**src/rtl/brick_map_pkg.sv**
```systemverilog
// rtl/brick_map_pkg.sv - shared constants, state encoding and brick index helpers for brick_map
package brick_map_pkg;

    localparam int ROWS         = 7;
    localparam int COLS         = 12;
    localparam int BRICKS       = ROWS * COLS;
    localparam int LEVEL_STRIDE = 128;
    localparam int LEVEL_W      = 1;

    typedef enum logic {
        IDLE = 1'b0,
        LOAD = 1'b1
    } state_t;

    function automatic logic [6:0] brick_index(input logic [2:0] row, input logic [3:0] col);
        return 7'(int'(row) * COLS + int'(col));
    endfunction

    function automatic logic in_range(input logic [2:0] row, input logic [3:0] col);
        return (int'(row) < ROWS) && (int'(col) < COLS);
    endfunction

endpackage

```
**src/rtl/brick_map_if.sv**
```systemverilog
// rtl/brick_map_if.sv - load, ROM, query and clear signals of the brick map
interface brick_map_if;
    import brick_map_pkg::*;

    logic               load_req;
    logic [LEVEL_W-1:0] level;
    logic               load_busy;
    logic               load_done;
    logic [7:0]         rom_addr;
    logic               rom_data;
    logic [2:0]         query_row;
    logic [3:0]         query_col;
    logic               query_hit;
    logic               clear_req;
    logic [2:0]         clear_row;
    logic [3:0]         clear_col;
    logic               clear_ack;
    logic               clear_hit;
    logic [6:0]         bricks_left;
    logic               level_clear;

    modport master (
        output load_req, level, rom_data, query_row, query_col, clear_req, clear_row, clear_col,
        input  load_busy, load_done, rom_addr, query_hit, clear_ack, clear_hit, bricks_left, level_clear
    );

    modport slave (
        input  load_req, level, rom_data, query_row, query_col, clear_req, clear_row, clear_col,
        output load_busy, load_done, rom_addr, query_hit, clear_ack, clear_hit, bricks_left, level_clear
    );

endinterface

```
**src/rtl/brick_map.sv**
```systemverilog
// rtl/brick_map.sv - live brick-state store: level load from ROM, presence queries, brick clears
import brick_map_pkg::*;

module brick_map (
    input  logic        CLK,
    input  logic        RST_N,
    brick_map_if.slave  bus
);

    state_t            state, state_nx;
    logic [BRICKS-1:0] map_q;
    logic [6:0]        idx_q;
    logic [6:0]        pipe_idx_q;
    logic              pipe_valid_q;
    logic              issuing_q;
    logic [6:0]        count_q;
    logic              loaded_q;
    logic [7:0]        rom_addr_q;
    logic              load_done_q;
    logic              query_hit_q;
    logic              clear_ack_q;
    logic              clear_hit_q;

    logic       start;
    logic       last_write;
    logic       clear_ok;
    logic [6:0] q_idx;
    logic [6:0] c_idx;
    logic       c_present;

    assign start      = (state == IDLE) && bus.load_req;
    assign last_write = pipe_valid_q && (pipe_idx_q == 7'(BRICKS - 1));
    // A load request in the same cycle takes priority and the clear is dropped
    assign clear_ok   = (state == IDLE) && bus.clear_req && !bus.load_req;
    assign q_idx      = brick_index(bus.query_row, bus.query_col);
    assign c_idx      = brick_index(bus.clear_row, bus.clear_col);
    assign c_present  = in_range(bus.clear_row, bus.clear_col) && map_q[c_idx];

    always_ff @(posedge CLK or negedge RST_N) begin
        if (!RST_N) state <= IDLE;
        else        state <= state_nx;
    end

    always_comb begin
        state_nx = state;
        case (state)
            IDLE: if (bus.load_req) state_nx = LOAD;
            LOAD: if (last_write)   state_nx = IDLE;
            default:                state_nx = IDLE;
        endcase
    end

    // ROM address for index k is issued after edge k; its data lands in the map two edges later
    always_ff @(posedge CLK or negedge RST_N) begin
        if (!RST_N) begin
            map_q        <= '0;
            idx_q        <= '0;
            pipe_idx_q   <= '0;
            pipe_valid_q <= 1'b0;
            issuing_q    <= 1'b0;
            count_q      <= '0;
            loaded_q     <= 1'b0;
            rom_addr_q   <= '0;
            load_done_q  <= 1'b0;
            query_hit_q  <= 1'b0;
            clear_ack_q  <= 1'b0;
            clear_hit_q  <= 1'b0;
        end else begin
            load_done_q <= 1'b0;
            clear_ack_q <= clear_ok;
            clear_hit_q <= clear_ok && c_present;
            query_hit_q <= (state_nx == IDLE) && in_range(bus.query_row, bus.query_col) && map_q[q_idx];
            if (start) begin
                map_q        <= '0;
                count_q      <= '0;
                loaded_q     <= 1'b0;
                rom_addr_q   <= 8'(LEVEL_STRIDE * int'(bus.level));
                idx_q        <= '0;
                issuing_q    <= 1'b1;
                pipe_valid_q <= 1'b0;
            end else if (state == LOAD) begin
                pipe_valid_q <= issuing_q;
                pipe_idx_q   <= idx_q;
                if (issuing_q) begin
                    if (idx_q == 7'(BRICKS - 1)) begin
                        issuing_q <= 1'b0;
                    end else begin
                        idx_q      <= idx_q + 7'd1;
                        rom_addr_q <= rom_addr_q + 8'd1;
                    end
                end
                if (pipe_valid_q) begin
                    map_q[pipe_idx_q] <= bus.rom_data;
                    count_q           <= count_q + 7'(bus.rom_data);
                    if (last_write) begin
                        loaded_q    <= 1'b1;
                        load_done_q <= 1'b1;
                    end
                end
            end else if (clear_ok && c_present) begin
                map_q[c_idx] <= 1'b0;
                if (count_q != 7'd0) count_q <= count_q - 7'd1;
            end
        end
    end

    assign bus.load_busy   = (state == LOAD);
    assign bus.load_done   = load_done_q;
    assign bus.rom_addr    = rom_addr_q;
    assign bus.query_hit   = query_hit_q;
    assign bus.clear_ack   = clear_ack_q;
    assign bus.clear_hit   = clear_hit_q;
    assign bus.bricks_left = count_q;
    assign bus.level_clear = loaded_q && (state != LOAD) && (count_q == 7'd0);

endmodule

```
**src/flat_wrapper.sv**
```systemverilog
// flat-port wrapper written by rule: the top's interface ports become plain ports
module brick_map_flat 
  (CLK, RST_N, bus_load_req, bus_level, bus_rom_data, bus_query_row, bus_query_col, bus_clear_req, bus_clear_row, bus_clear_col, bus_load_busy, bus_load_done, bus_rom_addr, bus_query_hit, bus_clear_ack, bus_clear_hit, bus_bricks_left, bus_level_clear);
  brick_map_if bus_i ();
  input  logic CLK;
  input  logic RST_N;
  input wire logic [$bits(bus_i.load_req)-1:0] bus_load_req;
  input wire logic [$bits(bus_i.level)-1:0] bus_level;
  input wire logic [$bits(bus_i.rom_data)-1:0] bus_rom_data;
  input wire logic [$bits(bus_i.query_row)-1:0] bus_query_row;
  input wire logic [$bits(bus_i.query_col)-1:0] bus_query_col;
  input wire logic [$bits(bus_i.clear_req)-1:0] bus_clear_req;
  input wire logic [$bits(bus_i.clear_row)-1:0] bus_clear_row;
  input wire logic [$bits(bus_i.clear_col)-1:0] bus_clear_col;
  output wire logic [$bits(bus_i.load_busy)-1:0] bus_load_busy;
  output wire logic [$bits(bus_i.load_done)-1:0] bus_load_done;
  output wire logic [$bits(bus_i.rom_addr)-1:0] bus_rom_addr;
  output wire logic [$bits(bus_i.query_hit)-1:0] bus_query_hit;
  output wire logic [$bits(bus_i.clear_ack)-1:0] bus_clear_ack;
  output wire logic [$bits(bus_i.clear_hit)-1:0] bus_clear_hit;
  output wire logic [$bits(bus_i.bricks_left)-1:0] bus_bricks_left;
  output wire logic [$bits(bus_i.level_clear)-1:0] bus_level_clear;
  assign bus_i.load_req = bus_load_req;
  assign bus_i.level = bus_level;
  assign bus_i.rom_data = bus_rom_data;
  assign bus_i.query_row = bus_query_row;
  assign bus_i.query_col = bus_query_col;
  assign bus_i.clear_req = bus_clear_req;
  assign bus_i.clear_row = bus_clear_row;
  assign bus_i.clear_col = bus_clear_col;
  assign bus_load_busy = bus_i.load_busy;
  assign bus_load_done = bus_i.load_done;
  assign bus_rom_addr = bus_i.rom_addr;
  assign bus_query_hit = bus_i.query_hit;
  assign bus_clear_ack = bus_i.clear_ack;
  assign bus_clear_hit = bus_i.clear_hit;
  assign bus_bricks_left = bus_i.bricks_left;
  assign bus_level_clear = bus_i.level_clear;
  brick_map u_core (.CLK(CLK), .RST_N(RST_N), .bus(bus_i));
endmodule
```
**config.mk**
```make
export PLATFORM = sky130hd
export DESIGN_NAME = brick_map_flat
export DESIGN_NICKNAME = d
export VERILOG_FILES = /design/src/rtl/brick_map_pkg.sv /design/src/rtl/brick_map_if.sv /design/src/rtl/brick_map.sv /design/src/flat_wrapper.sv
export SDC_FILE = /design/constraint.sdc
export NUM_CORES = 1
export LEC_CHECK = 0
export CORE_MARGIN = 1.5
export CORE_UTILIZATION = 60
export DETAILED_ROUTE_END_ITERATION = 7
export MAX_ROUTING_LAYER = met4
export PLACE_DENSITY = 0.9
export SLEW_MARGIN = 10
export SYNTH_ARGS = -nofsm -noshare
export SYNTH_HDL_FRONTEND = slang
export SYNTH_SLANG_ARGS = --single-unit
```
**constraint.sdc**
```tcl
create_clock -name CLK -period 4.4 [get_ports CLK]
set_input_delay 0.88 -clock CLK [delete_from_list [all_inputs] [get_ports CLK]]
set_output_delay 0.88 -clock CLK [all_outputs]
set_load 0.005 [all_outputs]
```
==> impl_metrics.py, run 1 <==
metrics = {
    "sta": {
        "finalSetupTns_ns": 0,
        "slew_viol_final": 0,
        "finalCriticalPeriod_ns": 3.913,
        "min_period_over_period": 0.8893,
        "relSlewSlack": 0.4089,
        "setup_violations": 0,
        "max_freq_mhz": 255.6,
        "finalClockSkew_ns": 0.01092,
        "rsz0062_at_grt": "false",
        "tightest_slew_ns": 0.8866,
        "hold_viol": 0,
    },
    "yosys": {
        "syn_nets": 1002,
        "synth_commonest_cells": "121 x dfrtp_1, 113 x o21ai_1, 100 x a21oi_1",
        "synth_seq_area_share": 0.3453,
        "netlist_area_mm2": 0.008770,
        "yosys_warnings": 0,
        "synth_top_area_frac": 0.3453,
        "synth-seq-cells": 121,
        "synth_area_leaders": "dfrtp_1 35%, mux2i_1 11%, mux4_2 7.4%, o21ai_1 6.4%, a21oi_1 5.7%",
        "synth.most_common_cell": "dfrtp_1",
        "synth_flop_cell": "dfrtp_1",
        "synth-edff-count": 0,
        "synth_largest_area_cell": "dfrtp_1",
        "synth_area_per_cell_um2": 9.145,
        "synth_cell_types": 57,
        "ys_async_sr_fraction": 1.000,
        "syn_inst": 959,
    },
    "worst_setup_path": {
        "critPathSlowestCell": "nor4_1",
        "crit_required_ns": 4.74,
        "r2r-start": "u_core.bus.load_busy$_DFF_PN0_",
        "startpoint_type": "input pin",
        "crit_start": "bus_clear_row[0]",
        "path_class": "input pin to flop",
        "path_cells": "clkdlybuf4s50_1, ha_1, inv_1, fa_1, nor4_1, a2bb2oi_1, o41ai_2, buf_4, a41oi_4, buf_4, o21ai_0, o21ai_0",
        "worstSetupEndpointType": "flop",
        "path_delay_family": "buffers and inverters",
        "cp_num_buf_inv": 4,
        "crit_arrival_ns": 4.25,
        "slowest_delay_ns": 0.51,
        "path_max_fanout": 32,
    },
    "die": {
        "fp.dieH_um": 123.9,
        "fp.dieW_um": 123.9,
        "io_pins": 41,
        "dieArea_mm2": 0.01535,
        "std_cell_rows": 43,
        "core-area_mm2": 0.01410,
        "initial_core_util": 0.6221,
    },
    "clock_tree": {
        "numCtsBuffers": 17,
        "insertion_delay_ns": 0.44,
        "clk_pin_slew_ns": 0.06,
        "cts_resized": 0,
        "cts_tree": "yes",
        "postCtsSetupBuffers": 0,
        "root_buffer": "clkbuf_16",
        "clockBufferDepth": 2,
        "cts_hold_buf": 0,
        "cts_max_level": 4,
        "clock_sinks": 121,
    },
    "detailed_routing": {
        "drc": 0,
        "num_vias": 8468,
        "route.detailed.vias_per_inst": 7.152,
        "drt_pre_antenna_iters": 7,
        "antenna_left": 0,
        "drt-total-wl_um": 27620,
        "drtIter0Drc": 1424,
        "wl_per_cell_um": 23.33,
    },
    "placement": {
        "dp_hpwl_um": 17310,
        "gp_routability_congestion": 1.008,
        "portBuffers": 40,
        "placedCellCount": 1150,
    },
    "global_routing": {
        "overflow": 0,
        "grt_usage": 0.3817,
        "grt_pass1_wl_um": 42670,
        "grt_max_degree": 80,
        "grt_pass1_vias": 7813,
        "antenna_found_initial": 2,
    },
    "pwr": {
        "p_sw_frac": 0.3334,
        "p_seq_frac": 0.385,
        "peakVddDrop_mv": 0.3019,
        "p_per_area_mw_per_mm2": 351.9,
        "internal_power_mw": 2.334,
        "comb_power_share": 0.226,
        "clkPwrFrac": 0.389,
        "switchingPower_mw": 1.168,
        "p_leak_nw": 3.628,
    },
    "run": {
        "maxCapViolations": 0,
    },
    "finish": {
        "instances_no_fill": 1184,
        "num-fill-cells": 1029,
        "area_growth_pct": 13.47,
        "drive_gt1_frac": 0.1267,
        "ff_latch_area_mm2": 0.003028,
        "fin_nets": 1032,
        "multi_input_area_mm2": 0.005334,
    },
    "run_status": {
        "status": "completed",
    },
    "hold_path": {
        "hp-start": "u_core.loaded_q$_DFFE_PN0P_",
        "hold_class": "flop to flop",
    },
}
==> worst reg2reg max path, delay by kind of cell, from the launching register on <==
family,cells,cell delay (ns)
DFF,1,0.47
AOI/OAI and AO/OA,3,0.44
and+or+nand+nor,2,0.78
buffers and inverters,2,0.94
==> stage by stage <==
step | cell area (um2) | utilization | hold slack (ns) | total power [mW] | setup slack [ns]
3_5_place_dp | 9379 | 0.6654 | 0.4777 | 2.125 | 0.1435
4_1_cts | 9946 | 0.7056 | 0.4916 | 3.473 | 0.5700
5_1_grt | 9951 | 0.7059 | 0.5081 | 3.624 | 0.3435
2_1_floorplan | 8770 | - | 0.4580 | 1.789 | 0.8596
3_3_place_gp | 9379 | 0.6654 | 0.4708 | 2.095 | 0.2964
6_report | 9951 | 0.7059 | 0.4889 | 3.502 | 0.4871
==> kinds of logic (layout without fill, tap and decap cells) <==
family | after synthesis | count (layout) | share of synthesized area
AO/OA/AOI/OAI | 338 | 338 | 0.2117
XOR/XNOR | 9 | 9 | 0.008989
adder cells (fa/ha/maj) | 23 | 23 | 0.03710
buffers and inverters | 88 | 131 | 0.04808
flip-flops | 121 | 121 | 0.3453
multiplexers | 147 | 147 | 0.2274
other | 0 | 2 | 0
AND/OR/NAND/NOR | 233 | 233 | 0.1214
==> flip-flops by register name, summed over array words and instances (netlist names), 7 cells and up <==
register,count
u_core.bus.bricks_left,7
u_core.bus.rom_addr,8
u_core.idx_q,7
u_core.map_q,84
u_core.pipe_idx_q,7
==> routing by layer <==
layer / GRT usage / wire, um / up-vias
met2: 0.5352 / 12160 / 683
met3: 0.1195 / 3639 / 153
met1: 0.5021 / 10450 / 4033
li1: - / - / 3599
met5: - / 0 / -
met4: 0.1889 / 1360 / 0
==> final timing paths <==
check / slack, ns / to / cells past startpoint
worst max register to register: 1.63 / u_core.map_q[8]$_DFFE_PN0P_ / 7
min in group asynchronous: 0.50 / u_core.bus.rom_addr[6]$_DFFE_PN0P_ / 1
worst min-delay path: 0.49 / u_core.loaded_q$_DFFE_PN0P_ / 2
max in group asynchronous: 3.07 / u_core.map_q[60]$_DFFE_PN0P_ / 2
worst min register to register: 0.49 / u_core.loaded_q$_DFFE_PN0P_ / 2
worst max-delay path: 0.49 / u_core.map_q[4]$_DFFE_PN0P_ / 12
==> power groups by stage <==
stage	combinational [mW]	clock [mW]	sequential [mW]
after floorplan	0.487	0	1.30
after global placement	0.745	0	1.35
after detailed placement	0.769	0	1.36
final	0.792	1.36	1.35
after CTS	0.776	1.36	1.34
after global routing	0.859	1.41	1.36
==> cells in the final DEF (no fill, tap or decap), drive strengths merged, types with 8 or more instances in the layout <==
cell and count:
mux2 11, a22oi 8, nor2b 16, buf 39, nor3 17, inv 27
ha 18, nor2 93, nand3 16, o21ai 191, clkdlybuf4s50 38, mux4 38
clkbuf 17, mux2i 98, a21oi 102, dfrtp 121, nand2 52
==> cell type report <==
cell class,count,share of cell area
diodes,2,0.0005030
clock buffers,17,0.04275
clock inverters,15,0.01421
inverters,22,0.008424
multi-input cells,750,0.5360
flip-flops and latches,121,0.3043
well taps,180,0.02263
repair buffers,77,0.07117
Note: power is estimated with default switching activity, not from simulation.
==> run 2, diff against run 1 <==
- PLACE_DENSITY: 0.9 -> 0.79
- SKIP_CTS_REPAIR_TIMING: unset -> 1
- clock period: 4.4 -> 3.8 ns (I/O delays scaled with it)
==> impl_metrics.py, run 2 (same netlist as run 1, synthesis figures left out) <==
metrics = {
    "run_status": {
        "status": "completed",
    },
    "sta": {
        "relSlewSlack": 0.3840,
        "max_freq_mhz": 276.1,
        "tightest_slew_ns": 0.9241,
        "finalClockSkew_ns": 0.009589,
        "min_period_over_period": 0.9531,
        "finalCriticalPeriod_ns": 3.622,
        "rsz0062_at_grt": "false",
        "setup_violations": 0,
        "slew_viol_final": 0,
        "hold_ws_ns": 0.3464,
        "hold_viol": 0,
    },
    "pwr": {
        "peakVddDrop_mv": 0.3413,
        "power_mw": 4.140,
        "p_leak_nw": 3.789,
        "p_per_area_mw_per_mm2": 405.5,
    },
    "placement": {
        "placedCellCount": 1176,
        "portBuffers": 40,
        "gp_routability_congestion": 1.032,
        "dp_hpwl_um": 17470,
    },
    "worst_setup_path": {
        "r2r_cells": 11,
        "cp_num_buf_inv": 6,
        "r2r-start": "u_core.bus.load_busy$_DFF_PN0_",
        "crit_arrival_ns": 3.97,
        "critPathSlowestCell": "clkdlybuf4s50_1",
        "r2r_slack_ns": 1.18,
        "path_cells": "clkdlybuf4s50_1, ha_1, inv_1, fa_1, buf_4, nor4_1, buf_4, a2bb2oi_1, o41ai_2, buf_4, a41oi_4, buf_4, o21ai_1, o21ai_1",
        "crit_required_ns": 4.15,
        "worstSetupEndpointType": "flop",
        "cp_num_cells": 14,
        "path_max_fanout": 19,
        "slowest_delay_ns": 0.45,
        "cp_common_cell": "buf_4",
        "startpoint_type": "input pin",
        "timing.rr.end": "u_core.bus.bricks_left[6]$_DFFE_PN0P_",
        "crit_start": "bus_clear_row[1]",
        "path_class": "input pin to flop",
        "path_delay_family": "buffers and inverters",
    },
    "finish": {
        "fin_nets": 1058,
        "utilization": 0.7243,
        "top_register": "u_core.map_q",
        "drive_gt1_frac": 0.1488,
        "final_cell_mix": "121 x dfrtp_1, 113 x o21ai_1, 100 x a21oi_1",
        "largest_register_ffs": 84,
        "instances_no_fill": 1209,
        "layout_commonest_cell": "dfrtp_1",
        "area_growth_pct": 16.42,
    },
    "clock_tree": {
        "clk_pin_slew_ns": 0.06,
        "cts_max_level": 4,
        "cts_tree": "yes",
        "clockBufferDepth": 2,
        "clock_sinks": 121,
        "insertion_delay_ns": 0.43,
        "numCtsBuffers": 17,
        "root_buffer": "clkbuf_16",
    },
    "global_routing": {
        "grt_usage": 0.3778,
        "grt_max_degree": 85,
        "overflow": 0,
        "grt_pass1_wl_um": 42090,
        "antenna_found_initial": 1,
        "grt_pass1_vias": 7624,
    },
    "run": {
        "maxCapViolations": 0,
    },
    "die": {
        "dieArea_mm2": 0.01535,
        "core-area_mm2": 0.01410,
        "fp.dieW_um": 123.9,
        "io_pins": 41,
        "initial_core_util": 0.6221,
        "std_cell_rows": 43,
        "fp.dieH_um": 123.9,
    },
    "detailed_routing": {
        "num_vias": 8253,
        "drc": 0,
        "wl_per_cell_um": 22.38,
        "drtIter0Drc": 1137,
        "antenna_left": 0,
        "drt_pre_antenna_iters": 8,
        "route.detailed.vias_per_inst": 6.826,
        "drt-total-wl_um": 27060,
    },
    "hold_path": {
        "hold_class": "input pin to asynchronous set/reset pin",
    },
}
-- run 2: cell count changes in the layout (fill, tap and decap cells not counted) --
| cell | before | now |
|---|---|---|
| inv_6 | 5 | 7 |
| inv_8 | 1 | 0 |
| clkinvlp_4 | 5 | 3 |
| buf_4 | 35 | 56 |
| bufinv_16 | 1 | 2 |
| buf_6 | 0 | 2 |
| diode_2 | 2 | 1 |
| buf_12 | 3 | 6 |
-- run 2: how the worst max path moves through the flow --
stage,slack (ns),to
finish,0.18,u_core.map_q[46]$_DFFE_PN0P_
global route,0.001,u_core.map_q[41]$_DFFE_PN0P_
CTS,0.16,u_core.map_q[12]$_DFFE_PN0P_
detailed placement,-0.27,u_core.map_q[12]$_DFFE_PN0P_
global placement,-0.12,u_core.map_q[8]$_DFFE_PN0P_
floorplan,0.38,u_core.bus.bricks_left[2]$_DFFE_PN0P_
-- run 2: through the flow --
step	setup WS, ns	cell area, um2	TNS [ns]
floorplan	0.3796	8770	0
global placement	-0.1173	9612	-5.106
detailed placement	-0.2653	9612	-16.15
CTS	0.1570	10200	0
global route	0.001354	10210	0
finish	0.1781	10210	0
-- run 2: power breakdown --
part           switching [mW]  total, mW  internal, mW
registers               0.161       1.56          1.39
clock network           0.670       1.65         0.977
logic                   0.506      0.938         0.432
total                    1.34       4.14          2.80
-- run 2: layer usage --
| layer | vias up | GRT usage | share of wire |
|---|---|---|---|
| li1 | 3643 | - | - |
| met2 | 496 | 0.5307 | 0.45 |
| met1 | 4003 | 0.5067 | 0.41 |
| met5 | - | - | 0 |
| met4 | 0 | 0.1918 | 0.046 |
| met3 | 111 | 0.09982 | 0.10 |
-- run 2: cell type report --
cell class	instances	area [um2]
antenna	1	2.502
sequential	121	3028
multi-input combinational	750	5334
clock buffer	17	425.4
clock inverter	15	162.7
tap	180	225.2
fill	1040	3886
inverter	22	83.83
timing repair buffer	103	948.4
